`src/rtl/poly_tone_gen.sv`:
```
`default_nettype none
// ============================================================================
// Module  : poly_tone_gen
// Purpose : NUM_CH-voice phase-accumulator tone generator producing one mixed
//           signed sample per Fs tick. Define POLY_TONE_TRIANGLE_EN to add a
//           per-channel triangle waveform select (wave_sel).
// Rev     : 1.0
// ============================================================================
module poly_tone_gen #(
    parameter int NUM_CH   = 4,
    parameter int ACC_W    = 24,
    parameter int SAMPLE_W = 16,
    parameter int DIV      = 1042
) (
    input  logic                       CLOCK_50,
    input  logic                       reset,
    input  logic [NUM_CH-1:0]          ch_en,
    input  logic [4*NUM_CH-1:0]        note,
    input  logic [2*NUM_CH-1:0]        octave,
`ifdef POLY_TONE_TRIANGLE_EN
    input  logic [NUM_CH-1:0]          wave_sel,
`endif
    input  logic                       sample_ready,
    input  logic                       overrun_clr,
    output logic signed [SAMPLE_W-1:0] sample,
    output logic                       sample_valid,
    output logic                       overrun
);

    localparam int CNT_W = $clog2(DIV);
    localparam int CH_W  = (NUM_CH > 1) ? $clog2(NUM_CH) : 1;
    localparam int c_amp_int = ((2 ** (SAMPLE_W - 1)) - 1) >> $clog2(NUM_CH);
    localparam logic signed [SAMPLE_W:0] c_amp = c_amp_int[SAMPLE_W:0];

    // Phase increment for note n: round(f(n) * 2^ACC_W * DIV / 50 MHz), f in micro-hertz.
    function automatic logic [ACC_W-1:0] f_inc(input int n);
        logic [127:0] v_fu;
        logic [127:0] v_num;
        case (n)
            0:       v_fu = 128'd261625565;
            1:       v_fu = 128'd277182631;
            2:       v_fu = 128'd293664768;
            3:       v_fu = 128'd311126984;
            4:       v_fu = 128'd329627557;
            5:       v_fu = 128'd349228231;
            6:       v_fu = 128'd369994423;
            7:       v_fu = 128'd391995436;
            8:       v_fu = 128'd415304698;
            9:       v_fu = 128'd440000000;
            10:      v_fu = 128'd466163762;
            11:      v_fu = 128'd493883301;
            default: v_fu = '0;
        endcase
        v_num = ((v_fu * 128'(DIV)) << ACC_W) + 128'd25_000_000_000_000;
        v_num = v_num / 128'd50_000_000_000_000;
        return v_num[ACC_W-1:0];
    endfunction

    localparam logic [ACC_W-1:0] c_inc [16] = '{
        f_inc(0),  f_inc(1),  f_inc(2),  f_inc(3),
        f_inc(4),  f_inc(5),  f_inc(6),  f_inc(7),
        f_inc(8),  f_inc(9),  f_inc(10), f_inc(11),
        f_inc(12), f_inc(13), f_inc(14), f_inc(15)
    };

    typedef enum logic [1:0] {
        S_IDLE    = 2'd0,
        S_ACCUM   = 2'd1,
        S_PRESENT = 2'd2
    } state_t;

    state_t                      r_state;
    state_t                      w_state_nxt;
    logic [CNT_W-1:0]            r_cnt;
    logic [CH_W-1:0]             r_ch;
    logic [NUM_CH-1:0]           r_en;
    logic [4*NUM_CH-1:0]         r_note;
    logic [2*NUM_CH-1:0]         r_oct;
    logic [ACC_W-1:0]            r_acc [NUM_CH];
    logic signed [SAMPLE_W:0]    r_sum;
    logic signed [SAMPLE_W-1:0]  r_sample;
    logic                        r_valid;
    logic                        r_ovr;

    logic                        w_tick;
    logic                        w_last;
    logic                        w_drop;
    logic                        w_xfer;
    logic [3:0]                  w_note;
    logic [1:0]                  w_oct;
    logic                        w_live;
    logic [ACC_W-1:0]            w_step;
    logic [ACC_W-1:0]            w_acc_nxt;
    logic signed [SAMPLE_W:0]    w_sq;
    logic signed [SAMPLE_W:0]    w_contrib;
    logic signed [SAMPLE_W:0]    w_sum_nxt;

    assign w_tick    = (r_cnt == CNT_W'(DIV - 1));
    assign w_last    = (r_ch == CH_W'(NUM_CH - 1));
    assign w_drop    = w_tick && (r_state != S_IDLE);
    assign w_xfer    = (r_state == S_PRESENT) && r_valid && sample_ready;
    assign w_note    = r_note[4*r_ch +: 4];
    assign w_oct     = r_oct[2*r_ch +: 2];
    assign w_live    = r_en[r_ch] && (w_note < 4'd12);
    assign w_step    = c_inc[w_note] << w_oct;
    assign w_acc_nxt = w_live ? (r_acc[r_ch] + w_step) : '0;
    assign w_sq      = w_acc_nxt[ACC_W-1] ? -c_amp : c_amp;
    assign w_sum_nxt = r_sum + w_contrib;

`ifdef POLY_TONE_TRIANGLE_EN
    logic [NUM_CH-1:0]           r_wsel;
    logic [SAMPLE_W-1:0]         w_tri_lvl;
    logic [2*SAMPLE_W-1:0]       w_tri_prod;
    logic [SAMPLE_W-1:0]         w_tri_mag;
    logic signed [SAMPLE_W:0]    w_tri;

    // Fold the phase into a rising/falling ramp, then scale 0..2^SAMPLE_W-1 onto -AMP..+AMP.
    assign w_tri_lvl  = w_acc_nxt[ACC_W-2 -: SAMPLE_W] ^ {SAMPLE_W{w_acc_nxt[ACC_W-1]}};
    assign w_tri_prod = (2*SAMPLE_W)'(w_tri_lvl) * (2*SAMPLE_W)'(2 * c_amp_int + 1);
    assign w_tri_mag  = SAMPLE_W'(w_tri_prod >> SAMPLE_W);
    assign w_tri      = $signed({1'b0, w_tri_mag}) - c_amp;

    always_comb begin
        w_contrib = '0;
        if (w_live) begin
            w_contrib = r_wsel[r_ch] ? w_tri : w_sq;
        end
    end

    always_ff @(posedge CLOCK_50 or negedge reset) begin
        if (!reset) begin
            r_wsel <= '0;
        end else if (w_tick && (r_state == S_IDLE)) begin
            r_wsel <= wave_sel;
        end
    end
`else
    always_comb begin
        w_contrib = '0;
        if (w_live) begin
            w_contrib = w_sq;
        end
    end
`endif

    always_comb begin
        w_state_nxt = r_state;
        case (r_state)
            S_IDLE:    if (w_tick) w_state_nxt = S_ACCUM;
            S_ACCUM:   if (w_last) w_state_nxt = S_PRESENT;
            S_PRESENT: if (w_xfer) w_state_nxt = S_IDLE;
            default:   w_state_nxt = S_IDLE;
        endcase
    end

    always_ff @(posedge CLOCK_50 or negedge reset) begin
        if (!reset) begin
            r_state <= S_IDLE;
        end else begin
            r_state <= w_state_nxt;
        end
    end

    always_ff @(posedge CLOCK_50 or negedge reset) begin
        if (!reset) begin
            r_cnt    <= '0;
            r_ch     <= '0;
            r_en     <= '0;
            r_note   <= '0;
            r_oct    <= '0;
            r_sum    <= '0;
            r_sample <= '0;
            r_valid  <= 1'b0;
            r_ovr    <= 1'b0;
            for (int i = 0; i < NUM_CH; i++) begin
                r_acc[i] <= '0;
            end
        end else begin
            r_cnt <= w_tick ? '0 : r_cnt + 1'b1;
            if (w_tick && (r_state == S_IDLE)) begin
                r_en   <= ch_en;
                r_note <= note;
                r_oct  <= octave;
                r_ch   <= '0;
                r_sum  <= '0;
            end
            if (r_state == S_ACCUM) begin
                r_acc[r_ch] <= w_acc_nxt;
                r_sum       <= w_sum_nxt;
                r_ch        <= r_ch + 1'b1;
                if (w_last) begin
                    r_sample <= w_sum_nxt[SAMPLE_W-1:0];
                    r_valid  <= 1'b1;
                end
            end
            if (w_xfer) begin
                r_valid <= 1'b0;
            end
            // A dropped tick wins over a simultaneous clear.
            if (w_drop) begin
                r_ovr <= 1'b1;
            end else if (overrun_clr) begin
                r_ovr <= 1'b0;
            end
        end
    end

    assign sample       = r_sample;
    assign sample_valid = r_valid;
    assign overrun      = r_ovr;

endmodule
`default_nettype wire

```
`config.mk`:
```
export PLATFORM = sky130hd
export DESIGN_NAME = poly_tone_gen
export DESIGN_NICKNAME = d
export VERILOG_FILES = /design/src/rtl/poly_tone_gen.sv
export SDC_FILE = /design/constraint.sdc
export NUM_CORES = 1
export LEC_CHECK = 0
export ABC_AREA = 1
export CORE_MARGIN = 10
export CORE_UTILIZATION = 50
export DETAILED_ROUTE_END_ITERATION = 12
export HOLD_SLACK_MARGIN = 0.05
export PLACE_DENSITY = 0.67
export SLEW_MARGIN = 10
export SYNTH_ARGS = -nofsm -noshare
export SYNTH_HDL_FRONTEND = slang
export SYNTH_SLANG_ARGS = --single-unit
```
`constraint.sdc`:
```
create_clock -name CLOCK_50 -period 7 [get_ports CLOCK_50]
set_clock_uncertainty 0.15 [all_clocks]
set_input_delay 1.4 -clock CLOCK_50 [delete_from_list [all_inputs] [get_ports CLOCK_50]]
set_output_delay 1.4 -clock CLOCK_50 [all_outputs]
set_load 0.02 [all_outputs]
```
==> results of run 1 <==
[cell usage in the layout (no fill, tap or decap), types with 12 or more instances in the layout]
cell type / Yosys / final
sky130_fd_sc_hd__nand2_1: 332 / 332
sky130_fd_sc_hd__buf_4: 3 / 12
sky130_fd_sc_hd__inv_1: 79 / 78
sky130_fd_sc_hd__inv_2: 11 / 12
sky130_fd_sc_hd__dfrtp_1: 173 / 172
sky130_fd_sc_hd__clkbuf_16: 0 / 17
sky130_fd_sc_hd__o21ai_1: 33 / 33
sky130_fd_sc_hd__or2_2: 13 / 13
sky130_fd_sc_hd__a21oi_1: 57 / 57
sky130_fd_sc_hd__o21ai_0: 164 / 164
sky130_fd_sc_hd__mux2_2: 21 / 21
sky130_fd_sc_hd__ha_1: 50 / 50
sky130_fd_sc_hd__clkdlybuf4s50_1: 0 / 48
sky130_fd_sc_hd__nand3_1: 52 / 52
sky130_fd_sc_hd__o22ai_1: 16 / 16
sky130_fd_sc_hd__nor2_1: 89 / 89
[state kept, by name, indices dropped and copies added (netlist names)]
signal,flops
sample_valid,1
r_state,2
r_ch,2
r_sum,16
r_note,16
sample,16
r_oct,8
overrun,1
r_cnt,11
r_en,4
r_acc,96
[power by group through the flow]
stage | Clock (mW) | Sequential, mW | Combinational, mW
4_1_cts | 1.01 | 1.01 | 0.191
3_5_place_dp | 0 | 1.03 | 0.190
6_report | 0.996 | 1.01 | 0.190
5_1_grt | 1.05 | 1.01 | 0.216
2_1_floorplan | 0 | 1.03 | 0.122
3_3_place_gp | 0 | 1.03 | 0.189
[worst register-to-register path: cells and delay by family (launching register included)]
kind | cells | cell delay [ps]
buffers and inverters | 4 | 980
DFF | 1 | 410
AOI/OAI and AO/OA | 8 | 1540
and+or+nand+nor | 16 | 1860
adders and majority gates | 3 | 1000
[area by class of cell]
class / count / share of cell area
clock buffers: 17 / 0.0368
clock inverters: 15 / 0.0173
inverters: 91 / 0.0298
multi-input cells: 964 / 0.462
flip-flops and latches: 173 / 0.375
well taps: 270 / 0.0292
repair buffers: 61 / 0.0503
[metrics by stage]
stage                     hold WS, ps  total power [mW]  area, sq um  setup slack, ps
final                             326              2.20        11600              973
after global routing              342              2.28        11600              378
after CTS                         331              2.21        11600             1040
after detailed placement          310              1.22        10900             1060
after global placement            307              1.22        10900             1170
after floorplan                   294              1.15        10300             1540
[final timing paths]
kind,start,to,slack [ps],depth (start not counted)
worst max-delay path,r_ch[0],sample[13],970,31
max in group asynchronous,reset,r_sum[11],4640,2
worst min register to register,sample[2],sample[2],330,2
worst max register to register,r_ch[0],sample[13],970,31
worst min-delay path,sample[2],sample[2],330,2
min in group asynchronous,reset,r_acc[15],820,1
[kinds of logic (layout without fill, tap and decap cells)]
logic type	after synthesis	in the layout
muxes	31	31
and+or+nand+nor	544	544
AOI/OAI and AO/OA	323	323
buffers and inverters	145	184
DFF	173	173
adders and majority gates	52	52
xor gates and xnor gates	14	14
[metal layers]
| metal | global-route usage | vias to the layer above |
|---|---|---|
| li1 | - | 4365 |
| met3 | 0.0350 | 29 |
| met4 | 0.0569 | 0 |
| met2 | 0.317 | 132 |
| met5 | 0 | - |
| met1 | 0.253 | 3983 |
==> results.json, run 1 <==
{
  "yosysWarningCount": 0,
  "worst_case_headroom_to_the_max_slew_limit": 0.369,
  "synthMuxAreaShare": 0.0335,
  "finalCoreUtilization": 0.569,
  "clock_tree.buffer_depth": 2,
  "timing.critical_path.to_type": "flip-flop",
  "cts_resized": 0,
  "routed-via-count": 8509,
  "top_signal_layer_used": "met4",
  "netlist_area_pre_place_sq_mm": 0.0103,
  "floorplan.initialDensity": 0.509,
  "unrepaired_setup_endpoints_after_global_routing": "no",
  "yosysMostFrequentCell": "sky130_fd_sc_hd__nand2_1",
  "cell_internal_pwr_mw": 1.59,
  "result_of_the_run": "finished clean",
  "synth_adder_area_share": 0.0645,
  "cts.clk_slew.worst_paths_ps": 80,
  "portion_of_total_power_attributed_to_the_clock_network": 0.453,
  "routed_wl_um": 25100,
  "p_sw_frac": 0.276,
  "drt-pass1-iter-count": 5,
  "maximum_vdd_ir_drop_uv": 141,
  "timing.max_cap.violations": 0,
  "critical_path.startpoint_type": "flip-flop",
  "p_leak_nw": 5.60,
  "setup_viol": 0,
  "wire_per_inst_um": 15.8,
  "maxSlewViolCount": 0,
  "synth_xor_area_frac": 0.0119,
  "critical-path-slowest-cell": "sky130_fd_sc_hd__inv_2",
  "drt.antenna.violating_nets": 0,
  "number_of_instances_in_the_placed_design": 1559,
  "vias_in_the_first_global_route": 8407,
  "fraction_of_layout_instances_using_a_drive_strength_above_1": 0.107,
  "cts_setup_buffers": 0,
  "placement_rows": 52,
  "critical_path_buf_inv_count": 4,
  "num-nets-final": 1392,
  "tritoncts_clock_tree": "done",
  "synth_top_area_share": 0.419,
  "async_flop_share": 1.00,
  "kind_of_cell_adding_the_most_delay_to_the_critical_path": "simple AND/OR/NAND/NOR gates",
  "route.detailed.vias_per_inst": 5.35,
  "numCtsBuffers": 17,
  "io_pins": 50,
  "min_period_ps": 6030,
  "cts_root_buffer": "sky130_fd_sc_hd__clkbuf_16",
  "seq_area_frac_synth": 0.419,
  "post_synth_inst_count": 1282,
  "combined_area_of_the_multi_input_logic_cells_sq_mm": 0.00534,
  "pwr-share-comb": 0.087,
  "dr.first_iter.drc_count": 655,
  "share_of_power_burned_in_registers": 0.460,
  "m1_wire_length_um": 11900,
  "grt_pass1_wl_um": 42100,
  "wl_met3_um": 892,
  "timing.final.crit_share": 0.861,
  "synth_compound_gate_area_share": 0.178,
  "final-hold-violation-count": 0,
  "cellPowerDensity_mw_per_mm2": 190,
  "synth_top_cell_by_area": "sky130_fd_sc_hd__dfrtp_1",
  "critPathRequiredTime_ps": 7190,
  "cts.hold.buffers_added": 0,
  "synthToLayoutAreaGrowth_pct": 12.0,
  "die_width_um": 164,
  "crit_path_max_fanout": 39,
  "layoutNonFillerInstCount": 1591,
  "switchingPower_uw": 606,
  "count_of_flip_flops_with_a_built_in_enable_after_synthesis": 0,
  "clk-insertion-delay-late_ps": 440,
  "fin_tns_setup_ps": 0,
  "largest_net_degree_at_the_start_of_global_routing": 80,
  "timing_worst_setup_path_type": "reg2reg",
  "clkSinkCount": 173,
  "antenna_cells": 0,
  "ys.flop_type": "sky130_fd_sc_hd__dfrtp_1",
  "die_h_um": 164,
  "overflow": 0,
  "dominant_combinational_cell_family_by_area_after_synthesis": "simple AND/OR/NAND/NOR gates",
  "drc_errors": 0,
  "dp_hpwl_um": 17700,
  "max_clock_freq_mhz": 166,
  "mean_post_synth_cell_area_sq_um": 8.05,
  "netlist_top_cells_count": "332 x sky130_fd_sc_hd__nand2_1, 173 x sky130_fd_sc_hd__dfrtp_1, 164 x sky130_fd_sc_hd__o21ai_0, 89 x sky130_fd_sc_hd__nor2_1, 79 x sky130_fd_sc_hd__inv_1",
  "timing.hold.worst.class": "reg2reg",
  "global_route.usage.total": 0.193,
  "count_of_fill_cells_added_during_filler_insertion": 1931,
  "yosys_register_bits": 173,
  "cp_slowest_stage_delay_ps": 470,
  "crit_top_cell": "sky130_fd_sc_hd__nand2_1",
  "placeableCoreArea_sq_mm": 0.0203,
  "cell_variety_after_synth": 59,
  "floorplan.die_area_sq_mm": 0.0268,
  "cts.htree.levels": 4,
  "synth.net_count": 1366,
  "worst-slew-pin-transition_ps": 947,
  "sequential_cell_area_sq_mm": 0.00433,
  "synthSimpleGateAreaFrac": 0.230,
  "synthTopCellsByArea": "sky130_fd_sc_hd__dfrtp_1 42%, sky130_fd_sc_hd__nand2_1 12%, sky130_fd_sc_hd__o21ai_0 8.0%, sky130_fd_sc_hd__ha_1 6.1%, sky130_fd_sc_hd__nor2_1 3.2%",
  "gpl.final_weighted_congestion": 0.920,
  "numPortBuffers": 49,
  "initial_antenna_violation_count": 0,
  "crit_arrival_ps": 6220,
  "met2WireLength_um": 11900
}
(Power assumes the default switching activity.)
==> run 2, diff against run 1 <==
Settings changed: SETUP_SLACK_MARGIN set to 0.2.
==> results of run 2 <==
The final DEF is identical to that of run 1; final timing and power are the same.
